===== config.mk =====
export PLATFORM = sky130hd
export DESIGN_NAME = uart_tx
export DESIGN_NICKNAME = d
export VERILOG_FILES = /design/src/rtl/uart_tx.sv
export SDC_FILE = /design/constraint.sdc
export NUM_CORES = 1
export LEC_CHECK = 0
export BUFFER_PORTS_ARGS = -buffer_cell sky130_fd_sc_hd__buf_2
export CELL_PAD_IN_SITES_DETAIL_PLACEMENT = 0
export CELL_PAD_IN_SITES_GLOBAL_PLACEMENT = 1
export CORE_MARGIN = 3
export CORE_UTILIZATION = 45
export CTS_CLUSTER_SIZE = 14
export DETAILED_ROUTE_END_ITERATION = 6
export GPL_TIMING_DRIVEN = 0
export PLACE_DENSITY_LB_ADDON = 0.1
export SYNTH_ARGS = -nofsm -noshare
export SYNTH_HDL_FRONTEND = slang
export SYNTH_SLANG_ARGS = --single-unit

===== constraint.sdc =====
create_clock -name clk -period 6 [get_ports clk]
set_input_delay 1.2 -clock clk [delete_from_list [all_inputs] [get_ports clk]]
set_output_delay 1.2 -clock clk [all_outputs]
set_load 0.03 [all_outputs]

===== src/rtl/uart_tx.sv =====
// UART transmitter: start bit, DATA_BITS data bits LSB-first, optional even parity, stop bit.
// Define UART_TX_PARITY_EN to insert the even-parity bit between the data bits and the stop bit.
module uart_tx #(
  parameter int unsigned DATA_BITS = 8,
  parameter int unsigned SB_TICK   = 16
) (
  input  logic       clk,
  input  logic       reset,
  input  logic       sample_tick,
  input  logic       tx_start,
  input  logic [7:0] tx_byte,
  output logic       tx,
  output logic       busy,
  output logic       tx_done_tick
);

  localparam logic [2:0] StIdle   = 3'd0;
  localparam logic [2:0] StStart  = 3'd1;
  localparam logic [2:0] StData   = 3'd2;
`ifdef UART_TX_PARITY_EN
  localparam logic [2:0] StParity = 3'd3;
`endif
  localparam logic [2:0] StStop   = 3'd4;

  localparam logic [4:0] BitLast  = 5'd15;
  localparam logic [4:0] StopLast = 5'(SB_TICK - 1);
  localparam logic [2:0] LastBit  = 3'(DATA_BITS - 1);

  logic [2:0] state_q, state_d;
  logic [4:0] tick_q, tick_d;
  logic [2:0] bit_q, bit_d;
  logic [7:0] shift_q, shift_d;
  logic       tx_q, tx_d;
  logic       done;

`ifdef UART_TX_PARITY_EN
  // Bits above DATA_BITS never reach the line, so they must not affect parity either.
  localparam logic [7:0] DataMask = 8'((1 << DATA_BITS) - 1);
  logic parity_q, parity_d;
`endif

  always_comb begin
    state_d  = state_q;
    tick_d   = tick_q;
    bit_d    = bit_q;
    shift_d  = shift_q;
    done     = 1'b0;
`ifdef UART_TX_PARITY_EN
    parity_d = parity_q;
`endif
    unique case (state_q)
      StIdle: begin
        if (tx_start) begin
          shift_d  = tx_byte;
          tick_d   = 5'd0;
          bit_d    = 3'd0;
          state_d  = StStart;
`ifdef UART_TX_PARITY_EN
          parity_d = ^(tx_byte & DataMask);
`endif
        end
      end
      StStart: begin
        if (sample_tick) begin
          if (tick_q == BitLast) begin
            tick_d  = 5'd0;
            state_d = StData;
          end else begin
            tick_d = tick_q + 5'd1;
          end
        end
      end
      StData: begin
        if (sample_tick) begin
          if (tick_q == BitLast) begin
            tick_d  = 5'd0;
            shift_d = {1'b0, shift_q[7:1]};
            if (bit_q == LastBit) begin
`ifdef UART_TX_PARITY_EN
              state_d = StParity;
`else
              state_d = StStop;
`endif
            end else begin
              bit_d = bit_q + 3'd1;
            end
          end else begin
            tick_d = tick_q + 5'd1;
          end
        end
      end
`ifdef UART_TX_PARITY_EN
      StParity: begin
        if (sample_tick) begin
          if (tick_q == BitLast) begin
            tick_d  = 5'd0;
            state_d = StStop;
          end else begin
            tick_d = tick_q + 5'd1;
          end
        end
      end
`endif
      StStop: begin
        if (sample_tick) begin
          if (tick_q == StopLast) begin
            state_d = StIdle;
            done    = 1'b1;
          end else begin
            tick_d = tick_q + 5'd1;
          end
        end
      end
      default: state_d = StIdle;
    endcase
  end

  // Line level follows the state being entered so tx changes on the same edge as the FSM.
  always_comb begin
    tx_d = 1'b1;
    unique case (state_d)
      StStart:  tx_d = 1'b0;
      StData:   tx_d = shift_d[0];
`ifdef UART_TX_PARITY_EN
      StParity: tx_d = parity_d;
`endif
      default:  tx_d = 1'b1;
    endcase
  end

  always_ff @(posedge clk) begin
    if (reset) begin
      state_q <= StIdle;
      tick_q  <= 5'd0;
      bit_q   <= 3'd0;
      shift_q <= 8'd0;
      tx_q    <= 1'b1;
    end else begin
      state_q <= state_d;
      tick_q  <= tick_d;
      bit_q   <= bit_d;
      shift_q <= shift_d;
      tx_q    <= tx_d;
    end
  end

`ifdef UART_TX_PARITY_EN
  always_ff @(posedge clk) begin
    if (reset) begin
      parity_q <= 1'b0;
    end else begin
      parity_q <= parity_d;
    end
  end
`endif

  assign tx           = tx_q;
  assign busy         = (state_q != StIdle);
  assign tx_done_tick = done & ~reset;

endmodule


==> flow_summary.ini <==
[worst_setup_path]
worst_path_max_delay_cell = dfxtp_1
cp_max_fo = 5
cp_slowest_stage_delay_ps = 390
rr_endpoint = tick_q[2]$_SDFFE_PP0P_
crit_chain = ha_1, inv_1, nor3_1, ha_1, nand2_1, nor4_1, buf_2
crit_buf_inv = 2
r2r-start = tick_q[0]$_SDFFE_PP0P_
r2r_setup_slack_ps = 3640
r2r_cells = 8
start_kind = register
worstPathArrival_ps = 2070
required_ps = 4800
endpoint = tx_done_tick
critical_path_depth = 7
cp_common_cell = ha_1
worstSetupStartpoint = tick_q[0]$_SDFFE_PP0P_
cpLargestDelayFamily = simple AND/OR/NAND/NOR gates
worstSetupPathType = reg2out
crit_path_end_kind = output pin

[routing]
drt_iter0_markers = 70
ant_nets = 0
via_per_inst = 6.15
detail_route.wl_per_cell_um = 15.2
dr.pass1.iters = 4
drc = 0
vias = 1057
routed_wirelength_um = 2620

[global_route]
globalRouteOverflowTotal = 0
grtUsageTotal_pct = 17.4
grt_pass1_vias = 978
antenna_found_initial = 0
grt_pass1_wl_um = 4440
grt_start_max_net_pins = 12

[timing]
worst_pin_slew_ps = 548
fmax_ghz = 0.306
fin_crit_sh_pct = 54.5
setup_violations = 0
slew-limit-headroom_pct = 63.4
final-hold-violation-count = 0
rsz0062_at_grt = no
maxSlewViolCount = 0
fin_skew_ps = 14.8
period_needed_ps = 3270
finalWorstSetupSlack_ps = 2730
setup_tns_ps = 0

[synthesis]
ys_types = 44
synth-main-ff-cell = dfxtp_1
yosys_warnings = 0
async_flop_share_pct = 0
syn_inst = 126
syn_nets = 144
ys_seq_area_share_pct = 34.8
synth_edf_count = 0
synth-seq-cells = 20
netlist_area_um2 = 1150
avgSynthCellArea_um2 = 9.14
synthTopCellsByArea = dfxtp_1 (35%), ha_1 (6.5%), nand2b_1 (5.4%)
synth_top_cell_area_share_pct = 34.8
yosysTopAreaCell = dfxtp_1

[final_layout]
fillers = 227
layout_common_cells = dfxtp_1 (20), buf_2 (15), nor2_1 (12)
fin_area_um2 = 1290
antennaDiodeCount = 0
drive_above_1_share_pct = 18.8
final_common_cell = dfxtp_1
stdcell_count = 172
nNetsFinal = 163
synthToLayoutAreaGrowth_pct = 12.3

[clock_network]
htreeDepth = 1
cts.clk_slew.worst_paths_ps = 120
ctsHoldBuffers = 0
cts_resized = 0
cts_setup_buffers = 0
cts_tree = done
clkSinkCount = 20
cts-root-buf = clkbuf_4
cts_made_buffers = 3
clock_path_buffers = 2
clk_latency_ps = 310

[worst_hold_path]
min_path_type = reg2reg

[power]
power.leakage_nw = 0.485
power.density_nw_per_um2 = 203
vdd_drop_max_mv = 0.137
power_uw = 263

[outcome]
outcome = complete, no violations

[placed_design]
io_buffer_count = 14
placed_cell_area_um2 = 1260
hpwl_um = 1970
dp_slack_ps = 2860
place_inst = 168
globalplace.congestion = 0.869

[floorplanning]
die_w_um = 56.6
coreArea_um2 = 2320
num_io_pins = 15
core.rowCount = 17
initial_core_util_pct = 49.6
die_area_um2 = 3200
die_y_um = 56.6

[run]
cap_violations = 0
[worst min-delay path by stage]
stage / startpoint / end / depth (start not counted)
finish: bit_q[2]$_SDFFE_PP0P_ / bit_q[2]$_SDFFE_PP0P_ / 2
global route: shift_q[0]$_SDFF_PP0_ / shift_q[0]$_SDFF_PP0_ / 2
CTS: bit_q[2]$_SDFFE_PP0P_ / bit_q[2]$_SDFFE_PP0P_ / 2
detailed placement: bit_q[2]$_SDFFE_PP0P_ / bit_q[2]$_SDFFE_PP0P_ / 2
global placement: shift_q[0]$_SDFF_PP0_ / shift_q[0]$_SDFF_PP0_ / 2
floorplan: bit_q[1]$_SDFFE_PP0P_ / bit_q[1]$_SDFFE_PP0P_ / 2
[logic make-up (layout without fill, tap and decap cells)]
kind of cell,after synthesis,count (layout),synth area share (%)
buffers and inverters,15,33,6.63
adder cells (fa/ha/maj),6,6,6.52
flip-flops,20,20,34.8
AND/OR/NAND/NOR,50,50,25.4
AO/OA/AOI/OAI,33,33,25.0
multiplexers,1,1,0.870
XOR/XNOR,1,1,0.761
[metal layers]
layer | global-route usage, % | routed length (µm) | vias to the layer above
li1 | - | - | 514
met1 | 24.4 | 1200 | 503
met2 | 25.4 | 1230 | 36
met3 | 3.45 | 155 | 4
met4 | 7.46 | 25 | 0
met5 | 0 | 0 | -
[stage by stage]
step	utilization [%]	hold WS, ps
2_1_floorplan	-	449
5_1_grt	55.7	509
6_report	55.7	481
3_3_place_gp	54.2	459
3_5_place_dp	54.2	470
4_1_cts	55.7	489
[registers in the layout, summed over array words and instances, names as in the netlist]
register	flops
state_q	3
shift_q	8
bit_q	3
tick_q	5
tx	1
[tightest hold or removal path, stage by stage (launching register included)]
cell and delay (ps):
dfxtp_1 330, nand2b_1 60, a21oi_1 50
[where the power goes]
group	internal, mW	switching, mW	total [mW]	leakage [nW]
Clock	0.0370	0.0417	0.0787	0.0210
Combinational	0.0188	0.0240	0.0428	0.301
Sequential	0.138	0.00289	0.141	0.163
Total	0.194	0.0686	0.263	0.485
[synth_stat cells (all sizes together), types with 3 or more instances]
| cell type | count |
|---|---|
| a222oi | 6 |
| o21ai | 3 |
| o32ai | 3 |
| or3 | 3 |
| a22oi | 4 |
| inv | 6 |
| nand3 | 5 |
| clkbuf | 5 |
| nor3b | 4 |
| nand2b | 10 |
| nand2 | 3 |
| ha | 6 |
| dfxtp | 20 |
| nor2 | 12 |
| a21oi | 5 |
| buf | 4 |
[final cells by class]
cell class | instances | area, µm² | share of cell area, %
Multi-Input combinational cell | 91 | 674 | 52.2
Sequential cell | 20 | 400 | 31.0
Timing Repair Buffer | 14 | 70.1 | 5.42
Buffer | 9 | 53.8 | 4.16
Clock buffer | 4 | 36.3 | 2.81
Tap cell | 28 | 35.0 | 2.71
Inverter | 6 | 22.5 | 1.74
Note: power is estimated with default switching activity, not from simulation.
